$ cat src/rtl/stress_load_sequencer_if.sv
// Control/status bundle between the stress load sequencer and its host.
// Carries the raw button, stop request, lane enables and status flags.
interface stress_load_sequencer_if #(
    parameter int LANES = 8
);
    localparam int AW = $clog2(LANES + 1);

    logic             start_n;
    logic             stop;
    logic [LANES-1:0] lane_en;
    logic [AW-1:0]    active_lanes;
    logic             busy;
    logic             done;
    logic             led;

    modport master (
        output start_n, stop,
        input  lane_en, active_lanes, busy, done, led
    );

    modport slave (
        input  start_n, stop,
        output lane_en, active_lanes, busy, done, led
    );
endinterface

$ cat src/rtl/stress_load_sequencer.sv
// Debounced push-button ramp sequencer for the toggle-load stress array.
// Optional STRESS_LED_STATUS_EN: led blinks per step while ramping, solid in HOLD.
module stress_load_sequencer #(
    parameter int LANES           = 8,
    parameter int DWELL_CYCLES    = 6000,
    parameter int DEBOUNCE_CYCLES = 60000
) (
    input  logic                   clk,
    input  logic                   reset,
    stress_load_sequencer_if.slave bus
);
    localparam int AW = $clog2(LANES + 1);
    localparam int DW = $clog2(DWELL_CYCLES + 1);
    localparam int BW = $clog2(DEBOUNCE_CYCLES + 1);

    localparam logic [AW-1:0] FULL       = AW'(LANES);
    localparam logic [DW-1:0] DWELL_LAST = DW'(DWELL_CYCLES - 1);
    localparam logic [BW-1:0] DEB_LAST   = BW'(DEBOUNCE_CYCLES - 1);

    localparam logic [1:0] S_IDLE = 2'd0;
    localparam logic [1:0] S_UP   = 2'd1;
    localparam logic [1:0] S_HOLD = 2'd2;
    localparam logic [1:0] S_DOWN = 2'd3;

    logic             sync1;
    logic             sync2;
    logic             deb;
    logic             press;
    logic [BW-1:0]    deb_cnt;

    logic [1:0]       state;
    logic [1:0]       state_nx;
    logic [AW-1:0]    act;
    logic [AW-1:0]    act_nx;
    logic [DW-1:0]    dwell;
    logic [DW-1:0]    dwell_nx;
    logic [LANES-1:0] lane_q;
    logic [LANES-1:0] lane_nx;
    logic             busy_q;
    logic             done_q;
    logic             done_nx;
    logic             step;

    // Synchronize the raw button, debounce it and flag each new press.
    always_ff @(posedge clk) begin
        if (reset) begin
            sync1   <= 1'b1;
            sync2   <= 1'b1;
            deb     <= 1'b1;
            deb_cnt <= '0;
            press   <= 1'b0;
        end else begin
            sync1 <= bus.start_n;
            sync2 <= sync1;
            press <= 1'b0;
            if (sync2 == deb) begin
                deb_cnt <= '0;
            end else if (deb_cnt == DEB_LAST) begin
                deb     <= sync2;
                deb_cnt <= '0;
                press   <= deb;
            end else begin
                deb_cnt <= deb_cnt + 1'b1;
            end
        end
    end

    // Ramp state machine: next state, lane count and dwell timer.
    always_comb begin
        state_nx = state;
        act_nx   = act;
        dwell_nx = dwell;
        done_nx  = 1'b0;
        step     = (dwell == DWELL_LAST);
        case (state)
            S_IDLE: begin
                dwell_nx = '0;
                if (press && !bus.stop) begin
                    act_nx   = AW'(1);
                    state_nx = (LANES == 1) ? S_HOLD : S_UP;
                end
            end
            S_UP: begin
                if (bus.stop || press) begin
                    state_nx = S_DOWN;
                    dwell_nx = '0;
                end else if (step) begin
                    dwell_nx = '0;
                    act_nx   = act + 1'b1;
                    if (act_nx == FULL) begin
                        state_nx = S_HOLD;
                    end
                end else begin
                    dwell_nx = dwell + 1'b1;
                end
            end
            S_HOLD: begin
                dwell_nx = '0;
                if (bus.stop || press) begin
                    state_nx = S_DOWN;
                end
            end
            default: begin
                if (step) begin
                    dwell_nx = '0;
                    act_nx   = act - 1'b1;
                    if (act_nx == '0) begin
                        state_nx = S_IDLE;
                        done_nx  = 1'b1;
                    end
                end else begin
                    dwell_nx = dwell + 1'b1;
                end
            end
        endcase
    end

    // Thermometer mask for the upcoming lane count.
    always_comb begin
        lane_nx = '0;
        for (int i = 0; i < LANES; i++) begin
            lane_nx[i] = (i < int'(act_nx));
        end
    end

    // Register state and all status outputs on the same edge.
    always_ff @(posedge clk) begin
        if (reset) begin
            state  <= S_IDLE;
            act    <= '0;
            dwell  <= '0;
            lane_q <= '0;
            busy_q <= 1'b0;
            done_q <= 1'b0;
        end else begin
            state  <= state_nx;
            act    <= act_nx;
            dwell  <= dwell_nx;
            lane_q <= lane_nx;
            busy_q <= (state_nx != S_IDLE);
            done_q <= done_nx;
        end
    end

    assign bus.lane_en      = lane_q;
    assign bus.active_lanes = act;
    assign bus.busy         = busy_q;
    assign bus.done         = done_q;

`ifdef STRESS_LED_STATUS_EN
    logic led_q;
    logic ramp_step;

    assign ramp_step = ((state == S_UP) || (state == S_DOWN))
                    && (act_nx != act);

    // Blink on every ramp step, solid while holding, dark when idle.
    always_ff @(posedge clk) begin
        if (reset) begin
            led_q <= 1'b0;
        end else if (state_nx == S_IDLE) begin
            led_q <= 1'b0;
        end else if (state_nx == S_HOLD) begin
            led_q <= 1'b1;
        end else if (ramp_step) begin
            led_q <= ~led_q;
        end
    end

    assign bus.led = led_q;
`else
    assign bus.led = busy_q;
`endif
endmodule

$ cat src/flat_wrapper.sv
// flat-port wrapper written by rule: the top's interface ports become plain ports
module stress_load_sequencer_flat 
#(
    parameter int LANES           = 8,
    parameter int DWELL_CYCLES    = 6000,
    parameter int DEBOUNCE_CYCLES = 60000
)
  (clk, reset, bus_start_n, bus_stop, bus_lane_en, bus_active_lanes, bus_busy, bus_done, bus_led);
  stress_load_sequencer_if #(.LANES(LANES)) bus_i ();
  input  logic clk;
  input  logic reset;
  input wire logic [$bits(bus_i.start_n)-1:0] bus_start_n;
  input wire logic [$bits(bus_i.stop)-1:0] bus_stop;
  output wire logic [$bits(bus_i.lane_en)-1:0] bus_lane_en;
  output wire logic [$bits(bus_i.active_lanes)-1:0] bus_active_lanes;
  output wire logic [$bits(bus_i.busy)-1:0] bus_busy;
  output wire logic [$bits(bus_i.done)-1:0] bus_done;
  output wire logic [$bits(bus_i.led)-1:0] bus_led;
  assign bus_i.start_n = bus_start_n;
  assign bus_i.stop = bus_stop;
  assign bus_lane_en = bus_i.lane_en;
  assign bus_active_lanes = bus_i.active_lanes;
  assign bus_busy = bus_i.busy;
  assign bus_done = bus_i.done;
  assign bus_led = bus_i.led;
  stress_load_sequencer #(.LANES(LANES), .DWELL_CYCLES(DWELL_CYCLES), .DEBOUNCE_CYCLES(DEBOUNCE_CYCLES)) u_core (.clk(clk), .reset(reset), .bus(bus_i));
endmodule
$ cat config.mk
export PLATFORM = sky130hd
export DESIGN_NAME = stress_load_sequencer_flat
export DESIGN_NICKNAME = d
export VERILOG_FILES = /design/src/rtl/stress_load_sequencer_if.sv /design/src/rtl/stress_load_sequencer.sv /design/src/flat_wrapper.sv
export SDC_FILE = /design/constraint.sdc
export NUM_CORES = 1
export LEC_CHECK = 0
export ABC_AREA = 0
export CAP_MARGIN = 20
export CELL_PAD_IN_SITES_DETAIL_PLACEMENT = 1
export CELL_PAD_IN_SITES_GLOBAL_PLACEMENT = 1
export CORE_MARGIN = 10
export CORE_UTILIZATION = 47
export DETAILED_ROUTE_END_ITERATION = 7
export PLACE_DENSITY = 0.82
export SETUP_SLACK_MARGIN = 0.5
export SKIP_CTS_REPAIR_TIMING = 1
export SLEW_MARGIN = 20
export SYNTH_ARGS = -nofsm -noshare
export SYNTH_HDL_FRONTEND = slang
export SYNTH_SLANG_ARGS = --single-unit
$ cat constraint.sdc
create_clock -name clk -period 5.96 [get_ports clk]
set_input_delay 1.788 -clock clk [delete_from_list [all_inputs] [get_ports clk]]
set_output_delay 1.788 -clock clk [all_outputs]
set_load 0.02 [all_outputs]
==> results.cfg <==
[logic_synthesis]
synth-simple-area-share = 0.277
ys_types = 49
synth_cells = 249
synth_fa_ha_area_frac = 0.0275
synth_compound_area_frac = 0.105
synth-edff-count = 0
synth_top_family_by_area = simple AND/OR/NAND/NOR gates
synthTopCellsByCount = dfxtp_1, nor2_1, xor2_1
netlist.area_leader.share = 0.423
synth_ff_type = dfxtp_1
syn_avg_cell_area_um2 = 9.13
yosysTopAreaCell = dfxtp_1
yosys-top-cells-area = dfxtp_1, xor2_1, nor2_1
synth-xor-area-share = 0.104
yosysSeqAreaShare = 0.423
yosysMostFrequentCell = dfxtp_1
synth_mux_area_frac = 0
syn_nets = 258
synthesis.area_mm2 = 0.00227
yosys_warnings = 0
ys_ff_latch = 48
synthArstFlopShare = 0

[clock_tree]
cts_buffers = 5
h-tree-depth = 2
cts_tree = built
root_buffer = clkbuf_8
cts_sinks = 48
clk_pin_slew_ns = 0.09
clk_path_buf_depth = 2
insertion_delay_ns = 0.30

[floorplanning]
die_x_um = 89.6
die_area_mm2 = 0.00802
die_h_um = 89.6
core_area_mm2 = 0.00469
rows = 25
start_util = 0.485
io_pins = 19

[detailed_routing]
drt_iter0_drc = 83
drc = 0
viasPerCell = 5.43
wl_um = 4820
vias = 1733
drtPass1Iterations = 4
routed.top_layer = met4
detail_route.wirelength.met1_um = 2380
wl_met3_um = 180
post_drt_wl_per_cell_um = 15.1
final_antenna_net_count = 0
dr_wl_met2_um = 2190

[final_layout]
utilization = 0.538
fin_nets = 273
syn2layout_area_growth_pct = 11.1
layout.cells.non_filler = 319
diodes = 0
drive_gt1_frac = 0.0943

[setup_path]
crit_buf_inv = 1
r2r_end = u_core.bus.lane_en[6]$_SDFF_PP0_
cp-end-kind = flip-flop
critPathTopFamily = simple AND/OR/NAND/NOR gates
rr_worst_depth = 7
worstPathRequired_ns = 6.19
crit_type = input port to flip-flop
path_cells = clkdlybuf4s50_1 > nor2_4 > o21ai_0 > or3_2 > and3_2 > o211ai_1
start_kind = input port
cp.arrival_ns = 3.59
reg2reg_from = u_core.dwell[0]$_SDFF_PP0_
critPathLaunch = bus_stop
cpMaxStageDelayCell = clkdlybuf4s50_1
cp.depth = 6
slowest_delay_ns = 0.52
rrSetupSlack_ns = 3.81
worstPathMaxFanout = 9
cp-endpoint = u_core.bus.lane_en[2]$_SDFF_PP0_

[grt]
grt_overflow = 0
grt_max_degree = 16
grt_pass1_wl_um = 8250
track_usage = 0.131
grt_antenna_before_repair = 0
grt_pass1_vias = 1737

[power_and_ir_drop]
swShare = 0.209
p_int_mw = 0.454
pwr_density_cell_mw_per_mm2 = 227
power_frac_comb = 0.030
total_leakage_power_nw = 0.902
peakVddDrop_mv = 0.112
seqPwrFrac = 0.569
p_clk_frac = 0.402
p_switching_mw = 0.120

[sta]
fmax_ghz = 0.298
setup_viol = 0
min_period_over_period = 0.563
tns_ns = 0
fin_worst_skew_ns = 0.00702
max_slew.worst_pin.slew_ns = 0.611
max_slew_margin = 0.590
drv_slew = 0
period_needed_ns = 3.35
hold_viol = 0
grt_setup_unrepaired = no

[outcome]
outcome = completed

[place]
placed_cells = 311
hpwl_um = 3550
io_buffers = 18
gp_congestion = 0.798

[hold_path]
hold_class = flip-flop to flip-flop

[job]
max_cap_violations = 0
[flip-flops by register name (all words and copies together), names as in the netlist]
name / cells
u_core.deb: 1
u_core.sync1: 1
u_core.bus.lane_en: 8
u_core.deb_cnt: 16
u_core.press: 1
u_core.bus.done: 1
u_core.sync2: 1
u_core.bus.busy: 1
u_core.state: 2
u_core.dwell: 13
u_core.bus.active_lanes: 3
[layout make-up]
class                      count  area, µm²
timing repair buffer          18        180
inverter                      11       41.3
fill                         563       2170
sequential                    48        961
clock buffer                   6       72.6
clock inverter                 2       35.0
tap                           54       67.6
multi-input combinational    180       1170
[per-stage QoR]
step                hold WS (ns)  power, mW  cell area (µm²)  setup slack [ns]
detailed placement         0.405      0.351             2420              2.32
finish                     0.420      0.574             2520              2.61
CTS                        0.425      0.582             2520              2.61
global placement           0.391      0.351             2420              2.37
floorplan                  0.389      0.348             2270              3.03
global route               0.436      0.596             2520              2.48
[per-layer routing]
layer  vias to the layer above  global-route usage
met5                         -                   0
met4                         0              0.0506
met3                         7              0.0301
met2                        28               0.208
met1                       821               0.167
li1                        877                   -
[cell usage in the layout, fill, tap and decap left out, types with 2 or more instances in the layout]
| cell type | n |
|---|---|
| nor3b_1 | 2 |
| ha_1 | 5 |
| or2_2 | 2 |
| a31oi_1 | 4 |
| xor2_1 | 20 |
| clkdlybuf4s50_1 | 18 |
| or3_2 | 2 |
| inv_1 | 11 |
| nand3_1 | 16 |
| or3_1 | 5 |
| and3_2 | 2 |
| and2_2 | 3 |
| o211ai_1 | 2 |
| nand2_1 | 16 |
| xnor2_1 | 7 |
| and3_1 | 3 |
| nor3_1 | 4 |
| nor2_1 | 39 |
| a41oi_1 | 2 |
| nand2b_1 | 6 |
| a21oi_1 | 6 |
| clkbuf_8 | 5 |
| o21ai_0 | 7 |
| nand4_1 | 5 |
| nor4bb_1 | 2 |
| dfxtp_1 | 48 |
[worst min-delay path by stage]
| stage | slack [ns] | startpoint | end | cells after the start |
|---|---|---|---|---|
| after floorplan | 0.39 | u_core.sync1$_SDFF_PP1_ | u_core.sync2$_SDFF_PP1_ | 1 |
| after global routing | 0.44 | u_core.sync1$_SDFF_PP1_ | u_core.sync2$_SDFF_PP1_ | 1 |
| after detailed placement | 0.40 | u_core.sync1$_SDFF_PP1_ | u_core.sync2$_SDFF_PP1_ | 1 |
| final | 0.42 | u_core.sync1$_SDFF_PP1_ | u_core.sync2$_SDFF_PP1_ | 1 |
| after global placement | 0.39 | u_core.sync1$_SDFF_PP1_ | u_core.sync2$_SDFF_PP1_ | 1 |
| after CTS | 0.42 | u_core.sync1$_SDFF_PP1_ | u_core.sync2$_SDFF_PP1_ | 1 |
[worst register-to-register path: cells and delay by family (launching register included)]
kind | cells | cell delay (ns)
compound gates | 3 | 0.75
fa+ha+maj | 1 | 0.19
flops | 1 | 0.37
simple gates | 3 | 0.72
[power by group through the flow]
| stage | Sequential [mW] | Combinational, mW | Clock (mW) |
|---|---|---|---|
| after global routing | 0.327 | 0.0189 | 0.250 |
| final | 0.326 | 0.0171 | 0.231 |
| after CTS | 0.326 | 0.0174 | 0.238 |
| after detailed placement | 0.334 | 0.0173 | 0 |
| after floorplan | 0.332 | 0.0163 | 0 |
| after global placement | 0.334 | 0.0169 | 0 |
[cells by family after synthesis]
logic type	after synthesis
AND/OR/NAND/NOR	116
flip-flops	48
AO/OA/AOI/OAI	32
XOR/XNOR	27
buffers and inverters	21
adder cells (fa/ha/maj)	5
(Power assumes the default switching activity.)
